==> src/rtl/buyruk_getir_kuyrugu_if.sv <==
// Fetch-stage bundle: cache address/data/wait, redirect request and decode-side FIFO head.
// master = fetch unit, slave = surrounding cache/decode/branch logic.
interface buyruk_getir_kuyrugu_if;
   logic [17:0] l1b_adres_o;
   logic        l1b_bekle_i;
   logic [31:0] l1b_deger_i;
   logic        dallan_gecerli_i;
   logic [17:0] dallan_adres_i;
   logic        cikis_gecerli_o;
   logic        cikis_hazir_i;
   logic [31:0] cikis_buyruk_o;
   logic [17:0] cikis_pc_o;
   logic        cikis_sikistirilmis_o;

   modport master (
      output l1b_adres_o,
      input  l1b_bekle_i,
      input  l1b_deger_i,
      input  dallan_gecerli_i,
      input  dallan_adres_i,
      output cikis_gecerli_o,
      input  cikis_hazir_i,
      output cikis_buyruk_o,
      output cikis_pc_o,
      output cikis_sikistirilmis_o
   );

   modport slave (
      input  l1b_adres_o,
      output l1b_bekle_i,
      output l1b_deger_i,
      output dallan_gecerli_i,
      output dallan_adres_i,
      input  cikis_gecerli_o,
      output cikis_hazir_i,
      input  cikis_buyruk_o,
      input  cikis_pc_o,
      input  cikis_sikistirilmis_o
   );
endinterface

==> src/rtl/buyruk_getir_kuyrugu.sv <==
// Fetch stage: halfword PC to L1I, RV32C length decode, DEPTH-entry queue to decode; hit->valid 1 cycle.
// Full queue stalls fetch (no ready->cache path); redirects flush, and a redirect during a miss waits for the refill.
module buyruk_getir_kuyrugu #(
   parameter int          DEPTH    = 4,
   parameter logic [17:0] RESET_PC = 18'h0
) (
   input logic                    clk_i,
   input logic                    rst_ni,
   buyruk_getir_kuyrugu_if.master bus
);
   localparam int          AW        = $clog2(DEPTH);
   localparam logic [AW:0] DOLU_SAYI = (AW + 1)'(DEPTH);

   localparam logic [0:0] NORMAL   = 1'b0;
   localparam logic [0:0] BEKLEYEN = 1'b1;

   logic [0:0]    state_q;
   logic [17:0]   pc_q;
   logic [17:0]   hedef_q;
   logic [AW-1:0] wr_ptr_q;
   logic [AW-1:0] rd_ptr_q;
   logic [AW:0]   count_q;

   logic [17:0] pc_mem     [DEPTH];
   logic [31:0] buyruk_mem [DEPTH];
   logic        c_mem      [DEPTH];

   logic        bos;
   logic        dolu;
   logic        sikis;
   logic [31:0] genis;
   logic        gecerli;
   logic        push;
   logic        pop;

   assign bos   = (count_q == '0);
   assign dolu  = (count_q == DOLU_SAYI);
   assign sikis = (bus.l1b_deger_i[1:0] != 2'b11);
   assign genis = sikis ? {16'h0, bus.l1b_deger_i[15:0]} : bus.l1b_deger_i;

   // A redirect hides the head in the same cycle so decode never consumes a wrong-path entry.
   assign gecerli = (state_q == NORMAL) && !bos && !bus.dallan_gecerli_i;
   assign push    = (state_q == NORMAL) && !bus.dallan_gecerli_i && !bus.l1b_bekle_i && !dolu;
   assign pop     = gecerli && bus.cikis_hazir_i;

   assign bus.l1b_adres_o           = pc_q;
   assign bus.cikis_gecerli_o       = gecerli;
   assign bus.cikis_buyruk_o        = bos ? 32'h0 : buyruk_mem[rd_ptr_q];
   assign bus.cikis_pc_o            = bos ? 18'h0 : pc_mem[rd_ptr_q];
   assign bus.cikis_sikistirilmis_o = bos ? 1'b0  : c_mem[rd_ptr_q];

   always_ff @(posedge clk_i or negedge rst_ni) begin
      if (!rst_ni) begin
         state_q <= NORMAL;
         pc_q    <= RESET_PC;
         hedef_q <= 18'h0;
      end else begin
         case (state_q)
            NORMAL: begin
               if (bus.dallan_gecerli_i) begin
                  // During a miss the address must stay put until the refill lands.
                  if (bus.l1b_bekle_i) begin
                     hedef_q <= bus.dallan_adres_i;
                     state_q <= BEKLEYEN;
                  end else begin
                     pc_q <= bus.dallan_adres_i;
                  end
               end else if (push) begin
                  pc_q <= pc_q + (sikis ? 18'd1 : 18'd2);
               end
            end
            BEKLEYEN: begin
               if (bus.dallan_gecerli_i) begin
                  if (bus.l1b_bekle_i) begin
                     hedef_q <= bus.dallan_adres_i;
                  end else begin
                     pc_q    <= bus.dallan_adres_i;
                     state_q <= NORMAL;
                  end
               end else if (!bus.l1b_bekle_i) begin
                  pc_q    <= hedef_q;
                  state_q <= NORMAL;
               end
            end
            default: state_q <= NORMAL;
         endcase
      end
   end

   always_ff @(posedge clk_i or negedge rst_ni) begin
      if (!rst_ni) begin
         wr_ptr_q <= '0;
         rd_ptr_q <= '0;
         count_q  <= '0;
      end else if (bus.dallan_gecerli_i) begin
         wr_ptr_q <= '0;
         rd_ptr_q <= '0;
         count_q  <= '0;
      end else begin
         if (push) wr_ptr_q <= wr_ptr_q + 1'b1;
         if (pop)  rd_ptr_q <= rd_ptr_q + 1'b1;
         case ({push, pop})
            2'b10:   count_q <= count_q + 1'b1;
            2'b01:   count_q <= count_q - 1'b1;
            default: count_q <= count_q;
         endcase
      end
   end

   always_ff @(posedge clk_i) begin
      if (push) begin
         pc_mem[wr_ptr_q]     <= pc_q;
         buyruk_mem[wr_ptr_q] <= genis;
         c_mem[wr_ptr_q]      <= sikis;
      end
   end
endmodule

==> src/flat_wrapper.sv <==
// flat-port wrapper written by rule: the top's interface ports become plain ports
module buyruk_getir_kuyrugu_flat 
#(
   parameter int          DEPTH    = 4,
   parameter logic [17:0] RESET_PC = 18'h0
)
  (clk_i, rst_ni, bus_l1b_adres_o, bus_l1b_bekle_i, bus_l1b_deger_i, bus_dallan_gecerli_i, bus_dallan_adres_i, bus_cikis_gecerli_o, bus_cikis_hazir_i, bus_cikis_buyruk_o, bus_cikis_pc_o, bus_cikis_sikistirilmis_o);
  buyruk_getir_kuyrugu_if bus_i ();
  input logic clk_i;
  input logic rst_ni;
  output wire logic [$bits(bus_i.l1b_adres_o)-1:0] bus_l1b_adres_o;
  input wire logic [$bits(bus_i.l1b_bekle_i)-1:0] bus_l1b_bekle_i;
  input wire logic [$bits(bus_i.l1b_deger_i)-1:0] bus_l1b_deger_i;
  input wire logic [$bits(bus_i.dallan_gecerli_i)-1:0] bus_dallan_gecerli_i;
  input wire logic [$bits(bus_i.dallan_adres_i)-1:0] bus_dallan_adres_i;
  output wire logic [$bits(bus_i.cikis_gecerli_o)-1:0] bus_cikis_gecerli_o;
  input wire logic [$bits(bus_i.cikis_hazir_i)-1:0] bus_cikis_hazir_i;
  output wire logic [$bits(bus_i.cikis_buyruk_o)-1:0] bus_cikis_buyruk_o;
  output wire logic [$bits(bus_i.cikis_pc_o)-1:0] bus_cikis_pc_o;
  output wire logic [$bits(bus_i.cikis_sikistirilmis_o)-1:0] bus_cikis_sikistirilmis_o;
  assign bus_l1b_adres_o = bus_i.l1b_adres_o;
  assign bus_i.l1b_bekle_i = bus_l1b_bekle_i;
  assign bus_i.l1b_deger_i = bus_l1b_deger_i;
  assign bus_i.dallan_gecerli_i = bus_dallan_gecerli_i;
  assign bus_i.dallan_adres_i = bus_dallan_adres_i;
  assign bus_cikis_gecerli_o = bus_i.cikis_gecerli_o;
  assign bus_i.cikis_hazir_i = bus_cikis_hazir_i;
  assign bus_cikis_buyruk_o = bus_i.cikis_buyruk_o;
  assign bus_cikis_pc_o = bus_i.cikis_pc_o;
  assign bus_cikis_sikistirilmis_o = bus_i.cikis_sikistirilmis_o;
  buyruk_getir_kuyrugu #(.DEPTH(DEPTH), .RESET_PC(RESET_PC)) u_core (.clk_i(clk_i), .rst_ni(rst_ni), .bus(bus_i));
endmodule
==> config.mk <==
export PLATFORM = sky130hd
export DESIGN_NAME = buyruk_getir_kuyrugu_flat
export DESIGN_NICKNAME = d
export VERILOG_FILES = /design/src/rtl/buyruk_getir_kuyrugu_if.sv /design/src/rtl/buyruk_getir_kuyrugu.sv /design/src/flat_wrapper.sv
export SDC_FILE = /design/constraint.sdc
export NUM_CORES = 1
export LEC_CHECK = 0
export ABC_CLOCK_PERIOD_IN_PS = 4300
export CAP_MARGIN = 20
export CELL_PAD_IN_SITES_DETAIL_PLACEMENT = 0
export CELL_PAD_IN_SITES_GLOBAL_PLACEMENT = 1
export CORE_ASPECT_RATIO = 0.9
export CORE_MARGIN = 2
export CORE_UTILIZATION = 35
export DETAILED_ROUTE_END_ITERATION = 10
export PLACE_DENSITY = 0.63
export RECOVER_POWER = 50
export SKIP_LAST_GASP = 1
export SLEW_MARGIN = 40
export SYNTH_ARGS = -nofsm -noshare
export SYNTH_HDL_FRONTEND = slang
export SYNTH_SLANG_ARGS = --single-unit
==> constraint.sdc <==
create_clock -name clk_i -period 4.3 [get_ports clk_i]
set_clock_uncertainty 0.15 [all_clocks]
set_input_delay 1.075 -clock clk_i [delete_from_list [all_inputs] [get_ports clk_i]]
set_output_delay 1.075 -clock clk_i [all_outputs]
set_load 0.03 [all_outputs]
==> metrics.yaml, run 1 <==
grt_usage_pct: 15.6
overflow: 0
crit_chain: "buf_4, mux4_2, and2_1, clkdlybuf4s50_1"
synthTopCellsByArea: "edfxtp_1 (58%), mux4_2 (11%), dfrtp_1 (10%)"
synth_top_cell_area_share_pct: 58.3
min-delay-start: "u_core.hedef_q[1]$_DFFE_PN0P_"
routedWlPerCell_um: 20.8
netlist_instances: 613
core_mm2: 0.0297
clk_pin_slew_ps: 60
dpl.hpwl_mm: 14.9
final_util_pct: 44.1
ir_worst_vdd_mv: 0.254
totalWireLength_mm: 24.4
cp_max_fo: 14
hold_class: "register to register"
ys_warn_count: 0
r2r_setup_slack_ps: 1120
synth_edf_count: 204
slew_violations: 201
die_h_um: 168
rr_startpoint: "u_core.state_q$_DFF_PN0_"
ys.flop_type: "edfxtp_1"
num_rows: 60
io_pins: 125
clockBufferDepth: 3
maxCapViolations: 4
die_w_um: 187
clock_latency_ps: 530
netlist_top_cells_count: "edfxtp_1 (204), and2_1 (53), mux4_2 (51)"
yosysUniqueCellTypes: 61
drt.antenna.violating_nets: 0
finalSetupTns_ps: 0
syn_avg_cell_area_um2: 17.1
place.gp.congestion: 0.769
via_per_inst: 5.18
drc_errors: 0
syn-num-nets: 674
vias: 6071
r2r_end: "u_core.pc_mem[3][12]$_DFFE_PP_"
criticalPathCategory: "register to output pin"
critPathMaxStageDelay_ps: 620
min_path_cells: 1
slew_headroom_pct: -68.4
max_freq_ghz: 0.252
synth-seq-cells: 248
worstPathArrival_ps: 2740
p_leak_nw: 4.41
finalHoldViolCount: 0
n_antenna_cell: 0
layout.nets: 808
start_kind: "register"
period_minus_slack_ps: 3960
failed_checks: "max-capacitance violations, max-slew violations"
synth_area_mm2: 0.0105
finalSetupViolations: 0
hold_slack_ps: 356
required_ps: 3070
ys_async_sr_fraction_pct: 17.7
period_share_pct: 92.2
grt_start_max_net_pins: 54
first_global_vias: 6478
drt_iter0_drc: 604
path_buf_inv: 2
run_status: "complete, but fails checks"
cts_tree: "built"
crit_family: "buffers and inverters"
rsz0062_at_grt: "false"
grt_first_pass_wirelength_mm: 38.3
yosysMostFrequentCell: "edfxtp_1"
start_util_pct: 35.3
syn2layout_area_growth_pct: 24.8
worstMarginPinSlew_ps: 2530
cts_buffers: 27
cts_root_buf: "clkbuf_16"
yosysTopAreaCell: "edfxtp_1"
cts_hold_buf: 0
crit_slowest_cell: "dfrtp_4"
cp-end-kind: "output pin"
rr_worst_depth: 4
portBuffers: 124
holdPathEnd: "u_core.hedef_q[1]$_DFFE_PN0P_"
drive_above_1_share_pct: 18.8
yosysSeqAreaShare_pct: 68.8
die-area_mm2: 0.0314
powerDensity_mw_per_mm2: 545
cts.sink_count: 248
antenna_found_initial: 0
dr.pass1.iters: 6
h-tree-depth: 1
==> worst max-delay path by stage <==
stage	start	to	slack, ps	depth (start not counted)
after global placement	u_core.count_q[0]$_DFFE_PN0P_	bus_cikis_pc_o[3]	640	3
final	u_core.rd_ptr_q[0]$_DFFE_PN0P_	bus_cikis_buyruk_o[16]	340	4
after detailed placement	bus_dallan_gecerli_i	u_core.count_q[2]$_DFFE_PN0P_	580	8
after CTS	u_core.rd_ptr_q[0]$_DFFE_PN0P_	bus_cikis_buyruk_o[16]	80	4
after floorplan	bus_dallan_gecerli_i	u_core.count_q[2]$_DFFE_PN0P_	930	8
after global routing	bus_dallan_gecerli_i	u_core.hedef_q[12]$_DFFE_PN0P_	160	4
==> where the power goes <==
| part | switching, W | leakage, nW | internal [W] |
|---|---|---|---|
| registers | 0.000208 | 2.40 | 0.00279 |
| logic | 0.00106 | 1.58 | 0.000839 |
| clock network | 0.000909 | 0.430 | 0.00134 |
==> per-layer routing <==
metal / wire [um] / track usage (%) / vias up
met5: 0 / 0 / -
met4: 429 / 3.62 / 0
met3: 1580 / 3.09 / 35
met2: 11200 / 25.1 / 215
met1: 11200 / 22.0 / 3112
li1: - / - / 2709
==> cells by family after synthesis <==
family	count (synthesis)	share of synthesized area, %
AOI/OAI and AO/OA	72	5.39
xor gates and xnor gates	4	0.333
adders and majority gates	6	0.786
buffers and inverters	43	1.95
DFF	248	68.8
muxes	76	13.6
and+or+nand+nor	164	9.18
==> cell usage in the layout, fill, tap and decap left out, types with 3 or more instances in the layout <==
cell type / netlist / final
edfxtp_1: 204 / 204
clkdlybuf4s50_1: 0 / 105
and2_1: 53 / 53
mux4_2: 51 / 51
dfrtp_1: 44 / 42
clkbuf_16: 0 / 27
nand2_1: 23 / 23
mux2_2: 22 / 22
and3_1: 22 / 19
nor2_1: 17 / 17
dlygate4sd3_1: 0 / 17
o21ai_0: 11 / 11
clkbuf_1: 18 / 11
a21oi_1: 10 / 10
nor3_1: 8 / 9
a22o_1: 9 / 9
clkinv_2: 0 / 8
nand3_1: 7 / 7
a22oi_1: 7 / 7
buf_4: 3 / 7
inv_1: 6 / 6
nand4_1: 6 / 6
o2bb2ai_1: 5 / 5
ha_1: 5 / 5
buf_12: 0 / 5
a21o_1: 4 / 4
nor4_1: 4 / 4
clkinv_1: 0 / 4
and3_2: 0 / 3
xnor2_1: 3 / 3
nor2b_1: 3 / 3
mux2i_1: 3 / 3
nand4b_1: 3 / 3
a311o_1: 3 / 3
o211ai_1: 3 / 3
or4_1: 3 / 3
bufinv_16: 0 / 3
clkbuf_2: 0 / 3
==> sequential cells by signal (all words and copies together) (netlist names) <==
signal                  cells
u_core.rd_ptr_q             2
u_core.hedef_q             18
u_core.state_q              1
u_core.count_q              3
u_core.bus.l1b_adres_o     18
u_core.buyruk_mem         128
u_core.pc_mem              72
u_core.wr_ptr_q             2
u_core.c_mem                4
==> worst register-to-register path: stages (launching register included) <==
cell      delay, ps
dfrtp_1         560
nor3_1          420
clkbuf_1        250
and3_2          210
clkbuf_2       1150
==> layout make-up <==
cell class	count	area (um^2)
multi-input combinational	322	3080
timing repair buffer	142	1410
tap	403	504
sequential	248	7230
clock buffer	33	698
clock inverter	17	173
fill	2645	16600
inverter	6	22.5
==> what timing repair did <==
action | CTS | global route
endpoints found under the setup margin | 0 | 7
resized for setup | 0 | 0
buffers inserted | 0 | 1
==> stage by stage <==
| stage | worst slack [ps] | area (um^2) | instances | power [W] |
|---|---|---|---|---|
| after floorplan | 933 | 10500 | 613 | 0.00414 |
| after global placement | 636 | 12300 | 1120 | 0.00495 |
| after detailed placement | 580 | 12300 | 1120 | 0.00498 |
| after CTS | 77.6 | 13200 | 1170 | 0.00725 |
| after global routing | 164 | 13100 | 1171 | 0.00747 |
| final | 337 | 13100 | 1171 | 0.00715 |
Note: power is estimated with default switching activity, not from simulation.
==> run 2, diff against run 1 <==
Settings changed: ABC_AREA from default to 0.
==> results of run 2 <==
The final DEF is identical to that of run 1; final timing and power are the same.
